==> src/rtl/gx400_priority_mixer.sv <==
// gx400_priority_mixer: per-layer attribute delay lines, object latch and priority resolve into a colour-RAM address; GX400_PRI_LAYER_MASK_EN adds i_LAYER_MASK
module gx400_priority_mixer #(
  parameter int NUM_TM   = 2,
  parameter int DEPTH    = 3,
  parameter int FLIP_STG = 2,
  parameter int COLW     = 7,
  parameter int PXW      = 4,
  parameter int PRW      = 4,
  parameter int ADDRW    = 11
) (
  input  logic                    i_CLK,
  input  logic                    i_RST,
  input  logic                    i_CEN6,
  input  logic [NUM_TM*DEPTH-1:0] i_STG_STB,
  input  logic [NUM_TM*PRW-1:0]   i_TILE_PRI,
  input  logic [NUM_TM-1:0]       i_VHFF,
  input  logic [NUM_TM*COLW-1:0]  i_TILE_COL,
  input  logic [NUM_TM*PXW-1:0]   i_TM_PX,
  input  logic [NUM_TM-1:0]       i_TM_OPQ,
  input  logic [2*ADDRW-1:0]      i_OBJ_PX,
  input  logic                    i_OBJ_LD,
  input  logic [PRW-1:0]          i_OBJ_PRI,
  input  logic                    i_HFLIP,
`ifdef GX400_PRI_LAYER_MASK_EN
  input  logic [NUM_TM:0]         i_LAYER_MASK,
`endif
  output logic [NUM_TM-1:0]       o_TM_HFLIP,
  output logic [ADDRW-1:0]        o_CRAM_ADDR,
  output logic [2:0]              o_WIN
);
  if (ADDRW != COLW + PXW || NUM_TM > 4 || FLIP_STG > DEPTH) begin : g_bad_cfg
    $error("gx400_priority_mixer: illegal parameter combination");
  end
  logic [NUM_TM:0] mask;
`ifdef GX400_PRI_LAYER_MASK_EN
  assign mask = i_LAYER_MASK;
`else
  assign mask = '0;
`endif
  logic [PRW-1:0]  last_pri [NUM_TM];
  logic [COLW-1:0] last_col [NUM_TM];
  genvar k;
  for (k = 0; k < NUM_TM; k++) begin : g_tm
    logic [DEPTH-1:0][PRW-1:0]  pri_q;
    logic [DEPTH-1:0][COLW-1:0] col_q;
    logic [FLIP_STG-1:0]        vh_q;
    // all stages update from pre-edge values, so simultaneous strobes shift rather than fall through
    always_ff @(posedge i_CLK) begin
      if (i_RST) begin
        pri_q <= '0;
        col_q <= '0;
        vh_q  <= '0;
      end else begin
        if (i_STG_STB[k*DEPTH]) begin
          pri_q[0] <= i_TILE_PRI[k*PRW +: PRW];
          col_q[0] <= i_TILE_COL[k*COLW +: COLW];
          vh_q[0]  <= i_VHFF[k];
        end
        for (int s = 1; s < DEPTH; s++)
          if (i_STG_STB[k*DEPTH+s]) begin
            pri_q[s] <= pri_q[s-1];
            col_q[s] <= col_q[s-1];
          end
        for (int s = 1; s < FLIP_STG; s++)
          if (i_STG_STB[k*DEPTH+s]) vh_q[s] <= vh_q[s-1];
      end
    end
    assign last_pri[k]   = pri_q[DEPTH-1];
    assign last_col[k]   = col_q[DEPTH-1];
    assign o_TM_HFLIP[k] = vh_q[FLIP_STG-1];
  end
  logic [2*ADDRW-1:0] obj_q;
  logic [ADDRW-1:0]   obj, addr_d, addr_q;
  logic [2:0]         win_d, win_q;
  logic [PRW:0]       best;
  logic               hit;
  always_ff @(posedge i_CLK) begin
    if (i_RST) obj_q <= '0;
    else if (i_OBJ_LD) obj_q <= i_OBJ_PX;
  end
  // object scores carry a 1 in the LSB so it wins ties; strict compare keeps the lowest tile index
  always_comb begin
    obj    = (~i_OBJ_LD ^ i_HFLIP) ? obj_q[2*ADDRW-1:ADDRW] : obj_q[ADDRW-1:0];
    best   = {i_OBJ_PRI, 1'b1};
    hit    = (|obj[PXW-1:0]) & ~mask[NUM_TM];
    win_d  = 3'd7;
    addr_d = obj;
    for (int i = 0; i < NUM_TM; i++)
      if (i_TM_OPQ[i] && !mask[i] && (!hit || {last_pri[i], 1'b0} > best)) begin
        best   = {last_pri[i], 1'b0};
        hit    = 1'b1;
        win_d  = 3'(i);
        addr_d = {last_col[i], i_TM_PX[i*PXW +: PXW]};
      end
  end
  always_ff @(posedge i_CLK) begin
    if (i_RST) begin
      addr_q <= '0;
      win_q  <= 3'd7;
    end else if (i_CEN6) begin
      addr_q <= addr_d;
      win_q  <= win_d;
    end
  end
  assign o_CRAM_ADDR = addr_q;
  assign o_WIN       = win_q;
endmodule

==> config.mk <==
export PLATFORM = sky130hd
export DESIGN_NAME = gx400_priority_mixer
export DESIGN_NICKNAME = d
export VERILOG_FILES = /design/src/rtl/gx400_priority_mixer.sv
export SDC_FILE = /design/constraint.sdc
export NUM_CORES = 1
export LEC_CHECK = 0
export BUFFER_PORTS_ARGS = -buffer_cell sky130_fd_sc_hd__buf_2
export CAP_MARGIN = 20
export CELL_PAD_IN_SITES_DETAIL_PLACEMENT = 0
export CELL_PAD_IN_SITES_GLOBAL_PLACEMENT = 2
export CORE_MARGIN = 2
export CORE_UTILIZATION = 26
export CTS_CLUSTER_DIAMETER = 60
export DETAILED_ROUTE_END_ITERATION = 16
export GPL_TIMING_DRIVEN = 0
export PLACE_DENSITY = 0.71
export SLEW_MARGIN = 25
export SYNTH_ARGS = -nofsm -noshare
export SYNTH_HDL_FRONTEND = slang
export SYNTH_SLANG_ARGS = --single-unit
==> constraint.sdc <==
create_clock -name i_CLK -period 8.5 [get_ports i_CLK]
set_clock_uncertainty 0.1 [all_clocks]
set_input_delay 1.7 -clock i_CLK [delete_from_list [all_inputs] [get_ports i_CLK]]
set_output_delay 1.7 -clock i_CLK [all_outputs]
set_load 0.01 [all_outputs]
* Yosys cells after proc, flatten, opt, wreduce, memory -nomap -nowiden
Index checks and enable logic that the tools add are counted.
** Word-level totals
- Flip-flop bits (word level) :: 106
- Input port bits :: 71
- Output and inout port bits :: 16
- Word-level logic and storage cells :: 37
** Operators by class
- Order comparisons :: 2
- Mux-type cells :: 7
- Bitwise operators :: 2
- Reductions and logical operators :: 7
** Operators by type and width (number)
- 2-to-1 mux 11 bit :: 3
- greater-than comparator 5 bit :: 2
- 2-to-1 mux 3 bit :: 2
- 2-to-1 mux 5 bit :: 1
- OR reduction 4 bit :: 1
- logical AND 1 bit :: 2
- zero test 1 bit :: 2
- logical OR 1 bit :: 2
- 2-to-1 mux 1 bit :: 1
- inverter 1 bit :: 1
- XOR 1 bit :: 1

* Logic depth before layout (Yosys ltp)
- Depth after elaboration :: 12
- Depth in mapped cells :: 17
- Gate-level depth less buffers :: 13

* Least setup slack after synthesis
Ideal clock, no wire load.
- Path kind :: input to register
- From :: input i_OBJ_LD
- To :: register addr_q[3], in the netlist o_CRAM_ADDR[3]
- Setup time :: 0.077 ns
- Arrival :: 4.567 ns
- Data required time :: 8.323 ns
- Path slack :: 3.756 ns
- Stages :: 15
- Buffers on the path :: 4
- Cell sequence :: buf_4 > xnor2_2 > mux2_4 > o31a_1 > buf_2 > clkbuf_1 > nor2_1 > a21oi_1 > ha_1 > a21oi_1 > o22ai_1 > a31o_2 > buf_2 > or3_1 > a41oi_2
** Between the ends
- Cells in the longest elaborated chain, start to end :: 12
- Elaborated cells on any way between the ends :: 15
- Those cells by class :: order compare: 1; mux: 5; bitwise: 2; reduce/logical: 7
** Ends and longest elaborated chain
- start: declaration :: line 21 : input logic i_OBJ_LD,
- inverter 1 bit * :: line 83 : obj = (~i_OBJ_LD ^ i_HFLIP) ? obj_q[2*ADDRW-1:ADDRW] : obj_q[ADDRW-1:0];
- XOR 1 bit * :: line 83
- 2-to-1 mux 11 bit * :: line 83
- OR reduction 4 bit :: line 85 : hit = (|obj[PXW-1:0]) & ~mask[NUM_TM];
- zero test 1 bit :: line 89 : if (i_TM_OPQ[i] && !mask[i] && (!hit || {last_pri[i], 1'b0} > best)) begin
- logical OR 1 bit :: line 89
- logical AND 1 bit :: line 89
- 2-to-1 mux 5 bit or 2-to-1 mux 1 bit (tied branches) :: line 89
- greater-than comparator 5 bit or zero test 1 bit (tied branches) :: line 89
- logical OR 1 bit :: line 89
- logical AND 1 bit :: line 89
- 2-to-1 mux 11 bit * :: line 89
- end signal: assignment :: line 101 : addr_q <= addr_d;
- end: declaration :: line 73 : logic [ADDRW-1:0] obj, addr_d, addr_q;
Mark *: on every way between the ends. The rest lies on a longest branch, timed or not.
A chain may end at the register's enable or synchronous reset.

* Worst setup path after layout
- From :: input i_OBJ_PRI[2]
- To :: register addr_q[8], in the netlist o_CRAM_ADDR[8]
** Between the ends
- Cells in the longest elaborated chain, start to end :: 8
- Elaborated cells on any way between the ends :: 11
- Those cells by class :: order compare: 2; mux: 4; reduce/logical: 5
** Ends and longest elaborated chain
- start: declaration :: line 22 : input logic [PRW-1:0] i_OBJ_PRI,
- greater-than comparator 5 bit :: line 89
- logical OR 1 bit :: line 89
- logical AND 1 bit :: line 89
- 2-to-1 mux 5 bit or 2-to-1 mux 1 bit (tied branches) :: line 89
- greater-than comparator 5 bit or zero test 1 bit (tied branches) :: line 89
- logical OR 1 bit :: line 89
- logical AND 1 bit :: line 89
- 2-to-1 mux 11 bit * :: line 89
Marked as above.

==> qor.json <==
{
  "run_status": {"value": "finished clean"},
  "die_w": {"value": 133, "unit": "um"},
  "total_number_of_clock_tree_sinks": {"value": 105},
  "dp_worst_setup_slack": {"value": 3160, "unit": "ps"},
  "share_of_the_synthesized_netlist_area_taken_by_xor_and_xnor_gates": {"value": 0.374, "unit": "%"},
  "worst_ep_arrival_time": {"value": 5160, "unit": "ps"},
  "post_synth_main_area_contributors": {"value": "sky130_fd_sc_hd__dfxtp_1, sky130_fd_sc_hd__mux2i_1, sky130_fd_sc_hd__nor2_1"},
  "die-height": {"value": 133, "unit": "um"},
  "grt.total_usage": {"value": 13.0, "unit": "%"},
  "critical_path.max_fanout": {"value": 10},
  "timing.hold.worst_endpoint": {"value": "g_tm[0].vh_q[0]$_SDFFE_PP0P_"},
  "finalSetupViolCount": {"value": 0},
  "timing.setup.tns": {"value": 0, "unit": "ps"},
  "first_iter_violations": {"value": 181},
  "core_region_area": {"value": 16500, "unit": "sq um"},
  "drive_above_1_share": {"value": 23.0, "unit": "%"},
  "hold_viol": {"value": 0},
  "post_cts_buffers": {"value": 0},
  "synth_area": {"value": 4350, "unit": "sq um"},
  "internal_power": {"value": 0.000820, "unit": "W"},
  "synth-seq-cells": {"value": 105},
  "synthesis.yosys.warnings": {"value": 0},
  "first_global_vias": {"value": 3359},
  "gpl.final_weighted_congestion": {"value": 0.791},
  "drtPass1Iterations": {"value": 4},
  "synth.yosys.seq_area_share": {"value": 48.4, "unit": "%"},
  "max_slew.worst_pin.slew": {"value": 826, "unit": "ps"},
  "cts_buffers": {"value": 9},
  "power.density": {"value": 204, "unit": "nW/um^2"},
  "regToRegSetupSlack": {"value": 4650, "unit": "ps"},
  "antenna_violating_nets_post_route": {"value": 0},
  "share_seq_of_total_power": {"value": 48.3, "unit": "%"},
  "synth_top_area_cell": {"value": "sky130_fd_sc_hd__dfxtp_1"},
  "drt-vias-per-instance": {"value": 4.37},
  "power.switching": {"value": 0.000275, "unit": "W"},
  "postSynthNetCount": {"value": 509},
  "syn-instance-count": {"value": 431},
  "critical_path_required": {"value": 8680, "unit": "ps"},
  "final_core_utilization": {"value": 32.5, "unit": "%"},
  "ys_types": {"value": 29},
  "whs": {"value": 391, "unit": "ps"},
  "setup.worst_path.end_class": {"value": "flop"},
  "critical_path.reg2reg.endpoint": {"value": "o_CRAM_ADDR[8]$_SDFFE_PP0P_"},
  "post_drt_wl_per_cell": {"value": 14.8, "unit": "um"},
  "ctsHoldBuffers": {"value": 0},
  "unrepaired_setup_endpoints_after_global_routing": {"value": "false"},
  "netlist.area_leader.share": {"value": 48.4, "unit": "%"},
  "insertion_delay": {"value": 350, "unit": "ps"},
  "switching_share": {"value": 25.1, "unit": "%"},
  "report.final.slew_viol_count": {"value": 0},
  "grt_first_pass_wirelength": {"value": 17900, "unit": "um"},
  "ports": {"value": 87},
  "worst_hold_startpoint": {"value": "g_tm[0].vh_q[0]$_SDFFE_PP0P_"},
  "relSlewSlack": {"value": 44.9, "unit": "%"},
  "cts_repair_resize_count": {"value": 0},
  "register_to_register_path_depth": {"value": 15},
  "wl": {"value": 11100, "unit": "um"},
  "dp.final_hpwl": {"value": 8560, "unit": "um"},
  "postSynthAreaPerCell": {"value": 10.1, "unit": "sq um"},
  "ir_worst_vdd": {"value": 0.0000918, "unit": "V"},
  "io_buffers": {"value": 84},
  "placementRows": {"value": 47},
  "tritoncts": {"value": "yes"},
  "syn2layout_area_growth": {"value": 23.3, "unit": "%"},
  "post-route-period-util": {"value": 58.6, "unit": "%"},
  "route.detailed.drc": {"value": 0},
  "synth.area.mux_share": {"value": 24.3, "unit": "%"},
  "antennaDiodeCount": {"value": 0},
  "drv.max_cap_violation_count": {"value": 0},
  "initial_utilization": {"value": 26.4, "unit": "%"},
  "timing.critical_path.from_type": {"value": "primary input"},
  "p_leak": {"value": 2.41, "unit": "nW"},
  "vias_after_detailed_routing": {"value": 3285},
  "clkPwrFrac": {"value": 40.0, "unit": "%"},
  "hold_path_class": {"value": "flop to flop"},
  "r2r_start": {"value": "g_tm[0].pri_q[10]$_SDFFE_PP0P_"},
  "ctsHtreeMaxLevel": {"value": 3},
  "ctsLongestPathBuffers": {"value": 2},
  "timing.hold.worst_path_depth": {"value": 2},
  "fin_crit": {"value": 4980, "unit": "ps"},
  "synth_compound_gate_area_share": {"value": 7.51, "unit": "%"},
  "worst_path_clk_slew": {"value": 70, "unit": "ps"},
  "antenna_violations_before_repair": {"value": 0},
  "largest_family_of_logic_cells_by_synthesized_area": {"value": "multiplexers"},
  "count_of_nets_after_finishing": {"value": 604},
  "synth-simple-area-share": {"value": 13.5, "unit": "%"},
  "timing.final.ws_setup": {"value": 3520, "unit": "ps"},
  "grt_remaining_overflow": {"value": 0},
  "share_comb_of_total_power": {"value": 11.7, "unit": "%"},
  "path_class": {"value": "primary input to flop"},
  "fmax": {"value": 201, "unit": "MHz"},
  "clock_root_buffer": {"value": "sky130_fd_sc_hd__clkbuf_16"},
  "grt_max_degree": {"value": 18},
  "die_area": {"value": 17800, "unit": "sq um"},
  "post_synth_fa_ha_maj_area_fraction": {"value": 2.01, "unit": "%"}
}
==> stage by stage <==
stage                     cell area (sq um)  cells  total power (W)
after CTS                              5360    751          0.00111
after global placement                 5040    735         0.000667
after detailed placement               5040    735         0.000671
after global routing                   5360    751          0.00115
after floorplan                        4350    431         0.000620
final                                  5360    751          0.00109
==> kinds of logic after synthesis <==
family | Yosys count
flip-flops | 105
XOR/XNOR | 1
buffers and inverters | 40
AO/OA/AOI/OAI | 36
adder cells (fa/ha/maj) | 7
AND/OR/NAND/NOR | 137
multiplexers | 105
==> synthesized netlist by cell type <==
cell type,n
sky130_fd_sc_hd__ha_1,7
sky130_fd_sc_hd__xnor2_2,1
sky130_fd_sc_hd__o22ai_1,1
sky130_fd_sc_hd__nand4_1,1
sky130_fd_sc_hd__clkbuf_1,18
sky130_fd_sc_hd__inv_1,6
sky130_fd_sc_hd__dfxtp_1,105
sky130_fd_sc_hd__a41oi_2,8
sky130_fd_sc_hd__buf_2,5
sky130_fd_sc_hd__buf_1,6
sky130_fd_sc_hd__buf_4,4
sky130_fd_sc_hd__a21oi_1,7
sky130_fd_sc_hd__or2_2,1
sky130_fd_sc_hd__mux2_4,1
sky130_fd_sc_hd__a41oi_1,3
sky130_fd_sc_hd__nand2_1,1
sky130_fd_sc_hd__mux2i_1,104
sky130_fd_sc_hd__nor2_1,97
sky130_fd_sc_hd__nand4b_1,1
sky130_fd_sc_hd__nor4_1,2
sky130_fd_sc_hd__a31oi_1,1
sky130_fd_sc_hd__or3_1,11
sky130_fd_sc_hd__clkbuf_2,1
sky130_fd_sc_hd__o31ai_1,2
sky130_fd_sc_hd__nand3_1,23
sky130_fd_sc_hd__o31a_1,1
sky130_fd_sc_hd__a31o_2,1
sky130_fd_sc_hd__o21bai_1,11
sky130_fd_sc_hd__a21boi_0,1
==> critical path: stages <==
cell	delay [ps]
sky130_fd_sc_hd__buf_2	70
sky130_fd_sc_hd__inv_1	50
sky130_fd_sc_hd__ha_1	290
sky130_fd_sc_hd__nand4b_1	90
sky130_fd_sc_hd__a21boi_0	290
sky130_fd_sc_hd__o31a_1	260
sky130_fd_sc_hd__buf_2	220
sky130_fd_sc_hd__clkbuf_1	370
sky130_fd_sc_hd__nor2_1	70
sky130_fd_sc_hd__a21oi_1	170
sky130_fd_sc_hd__ha_1	270
sky130_fd_sc_hd__a21oi_1	140
sky130_fd_sc_hd__o22ai_1	100
sky130_fd_sc_hd__a31o_2	260
sky130_fd_sc_hd__buf_2	190
sky130_fd_sc_hd__or3_1	390
sky130_fd_sc_hd__a41oi_2	190
==> area by class of cell <==
class	instances	area (sq um)
sequential	105	2100
tap	220	275
timing repair buffer	84	420
multi-input combinational	286	2070
clock inverter	5	62.6
fill	1747	11100
buffer	34	150
inverter	6	22.5
clock buffer	11	253
==> registers in the layout, indices dropped and copies added, names as in the netlist <==
signal,cells
g_tm.col_q,42
g_tm.pri_q,24
obj_q,22
o_CRAM_ADDR,11
g_tm.vh_q,4
o_WIN,2
==> routing by layer <==
metal  up-vias  routed length (um)  share of wire, %  track usage, %
li1       1690                   -                 -               -
met1      1524                5360                48            16.9
met2        57                5090                46            20.7
met3        14                 469               4.2            3.12
met4         0                 226               2.0            5.38
met5         -                   0                 0               0
==> layout by cell type, fill, tap and decap left out, drive strengths merged, types with 2 or more instances in the layout <==
cell type / netlist / layout
nor2: 97 / 97
clkinvlp: 0 / 2
buf: 15 / 99
dfxtp: 105 / 105
mux2i: 104 / 104
clkbuf: 19 / 30
a41oi: 11 / 11
nor4: 2 / 2
a21oi: 7 / 7
inv: 6 / 7
or3: 11 / 11
o21bai: 11 / 11
nand3: 23 / 23
o31ai: 2 / 2
ha: 7 / 7
==> power groups by stage <==
stage          Clock [W]  Combinational, W  Sequential [W]
6_report        0.000437          0.000128        0.000529
5_1_grt         0.000471          0.000143        0.000532
4_1_cts         0.000450          0.000131        0.000529
3_5_place_dp           0          0.000130        0.000540
3_3_place_gp           0          0.000128        0.000540
2_1_floorplan          0         0.0000826        0.000538
==> worst max-delay path by stage <==
stage	cells past startpoint	start	to	slack (ps)
detailed placement	17	i_OBJ_PRI[2]	o_CRAM_ADDR[8]$_SDFFE_PP0P_	3160
finish	17	i_OBJ_PRI[2]	o_CRAM_ADDR[8]$_SDFFE_PP0P_	3520
global route	17	i_OBJ_PRI[2]	o_CRAM_ADDR[8]$_SDFFE_PP0P_	3270
CTS	17	i_OBJ_PRI[2]	o_CRAM_ADDR[8]$_SDFFE_PP0P_	3500
global placement	17	i_OBJ_PRI[2]	o_CRAM_ADDR[8]$_SDFFE_PP0P_	3190
floorplan	15	i_OBJ_LD	o_CRAM_ADDR[3]$_SDFFE_PP0P_	3760
Note: power is estimated with default switching activity, not from simulation.
